### src/rtl/cpu_pkg.sv
// Shared CPU definitions: opcode constants, nop word, word size, fetch FSM state.
// Imported by the fetch unit and by the downstream decoder so both agree on
// opcode encodings and instruction-word layout.
package cpu_pkg;

   // Primary opcode field values (instr[31:26])
   localparam logic [5:0] OP_R    = 6'b000000;
   localparam logic [5:0] OP_LW   = 6'b100011;
   localparam logic [5:0] OP_SW   = 6'b101011;
   localparam logic [5:0] OP_BEQ  = 6'b000100;
   localparam logic [5:0] OP_ADDI = 6'b001000;

   // All-zero word decodes as an R-type no-op
   localparam logic [31:0] NOP = 32'h0000_0000;

   localparam int unsigned WORD_BYTES = 4;

   // Fetch stage states: waiting on memory, or holding an instruction for decode
   typedef enum logic [0:0] {
      ST_FETCH   = 1'b0,
      ST_DELIVER = 1'b1
   } fetch_state_e;

   function automatic logic [31:0] sext16(input logic [15:0] v);
      return {{16{v[15]}}, v};
   endfunction

endpackage

### src/rtl/instr_fetch_unit.sv
// Single-issue instruction fetch stage: holds the PC, fetches one word at a time
// from instruction memory and presents it (with opcode and sign-extended
// immediate) to decode until decode releases it with stall=0.
// Ports: clk/rst (sync, active-high); imem_req/imem_addr/imem_rdata/imem_ready
// memory handshake; stall/branch_taken from decode/execute; instr, instr_op,
// imm_sext, instr_valid, pc, pc_plus4, fetch_count towards decode.
module instr_fetch_unit
   import cpu_pkg::*;
#(
   parameter logic [31:0] RESET_PC = 32'h0000_0000
) (
   input  logic        clk,
   input  logic        rst,
   output logic        imem_req,
   output logic [31:0] imem_addr,
   input  logic [31:0] imem_rdata,
   input  logic        imem_ready,
   input  logic        stall,
   input  logic        branch_taken,
   output logic [31:0] instr,
   output logic [5:0]  instr_op,
   output logic [31:0] imm_sext,
   output logic        instr_valid,
   output logic [31:0] pc,
   output logic [31:0] pc_plus4,
   output logic [31:0] fetch_count
);

   // Low address bits are dropped so a misaligned parameter still fetches words
   localparam logic [31:0] RESET_PC_ALIGNED = {RESET_PC[31:2], 2'b00};

   fetch_state_e state_q, state_d;
   logic [31:0]  pc_q, pc_d;
   logic [31:0]  instr_q, instr_d;
   logic         instr_valid_q, instr_valid_d;
   logic [31:0]  fetch_count_q, fetch_count_d;
   logic [31:0]  branch_target;

   // Derived outputs: instr is forced to a nop whenever nothing is held,
   // so opcode and immediate read as zero during FETCH
   assign instr       = instr_valid_q ? instr_q : NOP;
   assign instr_op    = instr[31:26];
   assign imm_sext    = sext16(instr[15:0]);
   assign instr_valid = instr_valid_q;
   assign pc          = pc_q;
   assign pc_plus4    = pc_q + WORD_BYTES;
   assign fetch_count = fetch_count_q;

   // Request is gated by rst so nothing is issued while reset is held,
   // even though the state register already reads FETCH
   assign imem_req  = (state_q == ST_FETCH) && !rst;
   assign imem_addr = pc_q;

   // Word offset shifted into a byte offset; keeps pc[1:0] at zero
   assign branch_target = pc_plus4 + {imm_sext[29:0], 2'b00};

   always_comb begin
      state_d       = state_q;
      pc_d          = pc_q;
      instr_d       = instr_q;
      instr_valid_d = instr_valid_q;
      fetch_count_d = fetch_count_q;
      case (state_q)
         ST_FETCH: begin
            if (imem_ready) begin
               instr_d       = imem_rdata;
               instr_valid_d = 1'b1;
               state_d       = ST_DELIVER;
            end
         end
         ST_DELIVER: begin
            // branch_taken only matters on the releasing cycle
            if (!stall) begin
               pc_d          = branch_taken ? branch_target : pc_plus4;
               fetch_count_d = fetch_count_q + 32'd1;
               instr_d       = NOP;
               instr_valid_d = 1'b0;
               state_d       = ST_FETCH;
            end
         end
         default: begin
            state_d = ST_FETCH;
         end
      endcase
   end

   always_ff @(posedge clk) begin
      if (rst) begin
         state_q       <= ST_FETCH;
         pc_q          <= RESET_PC_ALIGNED;
         instr_q       <= NOP;
         instr_valid_q <= 1'b0;
         fetch_count_q <= 32'd0;
      end else begin
         state_q       <= state_d;
         pc_q          <= pc_d;
         instr_q       <= instr_d;
         instr_valid_q <= instr_valid_d;
         fetch_count_q <= fetch_count_d;
      end
   end

endmodule

### config.mk
export PLATFORM = sky130hd
export DESIGN_NAME = instr_fetch_unit
export DESIGN_NICKNAME = d
export VERILOG_FILES = /design/src/rtl/cpu_pkg.sv /design/src/rtl/instr_fetch_unit.sv
export SDC_FILE = /design/constraint.sdc
export NUM_CORES = 1
export LEC_CHECK = 0
export ABC_CLOCK_PERIOD_IN_PS = 8800
export BUFFER_PORTS_ARGS = -buffer_cell sky130_fd_sc_hd__buf_2
export CAP_MARGIN = 0
export CORE_MARGIN = 2
export CORE_UTILIZATION = 40
export DETAILED_ROUTE_END_ITERATION = 10
export MAX_ROUTING_LAYER = met4
export PLACE_DENSITY = 0.67
export SYNTH_ARGS = -nofsm -noshare
export SYNTH_HDL_FRONTEND = slang
export SYNTH_SLANG_ARGS = --single-unit
### constraint.sdc
create_clock -name clk -period 8.8 [get_ports clk]
set_clock_uncertainty 0.05 [all_clocks]
set_input_delay 0.88 -clock clk [delete_from_list [all_inputs] [get_ports clk]]
set_output_delay 0.88 -clock clk [all_outputs]
set_load 0.02 [all_outputs]
==> qor.yml <==
arrival_ns: 4.67
syn-mean-instance-area_um2: 7.812
nets: 1078
grt_overflow_total: 0
synth_top_cell_by_area: "dfxtp_1"
ys_seq_area_frac: 0.2815
p_comb_frac: 0.149
status: "complete, no violations"
async_flop_share: 0
dieWidth_um: 134.7
hold_viol_final: 0
antennaDiodeCount: 0
postLayoutCoreUtil: 0.4727
cp_slowest_cell: "dfxtp_1"
cellPowerDensity_nw_per_um2: 128.4
dp.cells: 1213
cp.required_ns: 8.95
cts_tree: "done"
postRouteAntennaNets: 0
synth_cell_type_count: 63
cts_max_level: 3
p_int_mw: 0.6999
track_usage: 0.2186
portBuffers: 230
ctsResizeCount: 0
die_area_um2: 18130
post-dp-hpwl_um: 14220
core_area_um2: 16640
place_ws_ns: 4.287
io_pins: 237
cts_setup_buffers: 0
yosysTopAreaCellShare: 0.2815
maxSlewViolCount: 0
p_sw_mw: 0.3101
viasPerCell: 5.251
cp_max_fo: 8
syn-cell-area_um2: 6828
rsz0062_at_grt: "no"
hold_path_class: "register to register"
place_congestion: 0.8591
drive_gt1_frac: 0.2646
fin_ws_ns: 4.277
pwr-share-clk: 0.392
holdBufCountCts: 0
routedWlPerCell_um: 15.92
fin_setup_tns_ns: 0
rows: 47
setup_viol: 0
drc: 0
startpoint_type: "register"
yosysWarningCount: 0
wirelength_um: 19570
crit_family: "simple AND/OR/NAND/NOR gates"
cts_sinks: 96
path_buf_inv: 0
worst_hold_slack_ns: 0.4407
die_y_um: 134.7
ir_worst_vdd_mv: 0.1020
ys.flop_type: "dfxtp_1"
seqPwrFrac: 0.459
drv_cap: 0
cpPeakStageDelay_ns: 0.48
antenna_found_initial: 0
first_pass_iters: 5
p_sw_frac: 0.3070
clk_path_buf_depth: 2
leakagePower_nw: 3.930
grt_max_degree: 57
worstMarginPinSlew_ns: 1.045
ys_ff_latch: 96
fin_crit_ns: 4.523
synth_area_leaders: "dfxtp_1 28%, buf_4 8.1%, ha_1 6.6%"
synth_cells: 874
area_delta_synth_final_pct: 15.21
fin_cells: 1229
path_cells: "ha_1 -> and3_1 -> nand2_1 -> nor2_1 -> and3_1 -> nand3_1 -> nor2_2 -> xor2_1 -> ha_1 -> a21o_1 -> a21o_1 -> a21oi_1 -> o21ai_0 -> nand2b_1 -> o31ai_2 -> mux2_4 -> o2111ai_2 -> xnor2_1 -> a211oi_2"
timing.fmax_mhz: 221.1
start_util: 0.4103
grt_pass1_wl_um: 30880
period_share: 0.5140
end_kind: "register"
drtIter0Drc: 396
clock-root-buffer: "clkbuf_16"
grt_pass1_vias: 5822
routed-via-count: 6453
path_clk_slew_ns: 0.07
clk_latency_ns: 0.35
relSlewSlack: 0.3025
cts_buffers: 9
path_class: "register to register"
synth-edff-count: 0
## layout make-up
class | instances | area, um^2
tap | 220 | 275.3
multi-input combinational | 645 | 4124
timing repair buffer | 236 | 1196
sequential | 96 | 1922
clock inverter | 6 | 60.06
clock buffer | 10 | 229.0
inverter | 16 | 60.06
fill | 1665 | 8776
## power groups by stage
| stage | Combinational (mW) | Clock [mW] | Sequential [mW] |
|---|---|---|---|
| floorplan | 0.113 | 0 | 0.473 |
| detailed placement | 0.151 | 0 | 0.473 |
| finish | 0.150 | 0.396 | 0.463 |
| global placement | 0.150 | 0 | 0.473 |
| CTS | 0.151 | 0.408 | 0.463 |
| global route | 0.164 | 0.428 | 0.466 |
## sequential cells by signal (all words and copies together) (netlist names)
signal	cells
fetch_count	32
instr_q	32
imem_addr	30
instr_valid	1
state_q	1
## metal layers
metal | share of wire | vias to the layer above | track usage | wire, um
met5 | 0 | - | - | 0
met4 | 0.013 | 0 | 0.05205 | 252
met1 | 0.46 | 2983 | 0.2861 | 9009
met2 | 0.46 | 214 | 0.3432 | 8956
met3 | 0.069 | 18 | 0.05030 | 1348
li1 | - | 3238 | - | -
## worst min-delay path: stages (launching register included)
cell and delay (ns):
dfxtp_1 0.32, a22oi_1 0.06, nor2_1 0.07
## logic make-up (layout without fill, tap and decap cells)
logic type | count (synthesis) | in the layout | synth area share
flip-flops | 96 | 96 | 0.2815
AND/OR/NAND/NOR | 315 | 315 | 0.2270
adder cells (fa/ha/maj) | 37 | 37 | 0.06890
multiplexers | 5 | 5 | 0.008063
AO/OA/AOI/OAI | 206 | 206 | 0.1981
buffers and inverters | 138 | 268 | 0.1184
XOR/XNOR | 76 | 76 | 0.09749
other | 1 | 6 | 0.0005492
## layout by cell type (no fill, tap or decap), types with 3 or more instances in the layout
cell type,synthesis,routed
or3_1,9,9
a21o_1,21,21
o21ai_0,41,41
inv_8,0,3
xor2_1,39,39
o21bai_1,4,4
a22oi_1,36,36
and2_1,36,36
o211ai_1,3,3
nand4b_1,3,3
nand2b_1,6,6
conb_1,1,6
o31ai_1,6,6
clkbuf_16,0,9
a211oi_1,6,6
a21oi_1,57,57
ha_1,36,36
nor2b_1,9,7
a31oi_1,8,8
nand2_1,49,49
and3_1,12,12
and4_1,5,5
nand3_1,33,33
xnor2_1,37,37
nor3_1,11,11
buf_4,74,6
nor2_1,112,111
dfxtp_1,96,96
nand4_1,15,15
buf_2,4,230
inv_1,16,16
o21a_1,5,5
mux2i_1,4,4
## metrics by stage
stage               instance area [um^2]  power, mW
floorplan                           6847     0.5853
finish                              7866      1.010
global route                        7866      1.058
global placement                    7577     0.6229
detailed placement                  7577     0.6238
CTS                                 7866      1.022
## worst paths after layout
path / from / end / slack (ns) / cells past startpoint
hold / removal: instr_q[26]$_SDFFE_PP0P_ / instr_q[26]$_SDFFE_PP0P_ / 0.44 / 2
hold reg to reg: instr_q[26]$_SDFFE_PP0P_ / instr_q[26]$_SDFFE_PP0P_ / 0.44 / 2
setup reg to reg: imem_addr[2]$_SDFFE_PP0P_ / imem_addr[31]$_SDFFE_PP0P_ / 4.28 / 19
setup / recovery: imem_addr[2]$_SDFFE_PP0P_ / imem_addr[31]$_SDFFE_PP0P_ / 4.28 / 19
## synthesized netlist by cell type (8+ instances only)
library cell and number:
and2_1 36, nand4_1 15, o21ai_0 41, nor2b_1 9, buf_4 74, dfxtp_1 96
nor3_1 11, nand2_1 49, xnor2_1 37, inv_1 16, nand3_1 33, a21o_1 21
and3_1 12, nor2_1 112, a22oi_1 36, a31oi_1 8, ha_1 36, or3_1 9
a21oi_1 57, xor2_1 39, clkbuf_1 38
Note: power is estimated with default switching activity, not from simulation.
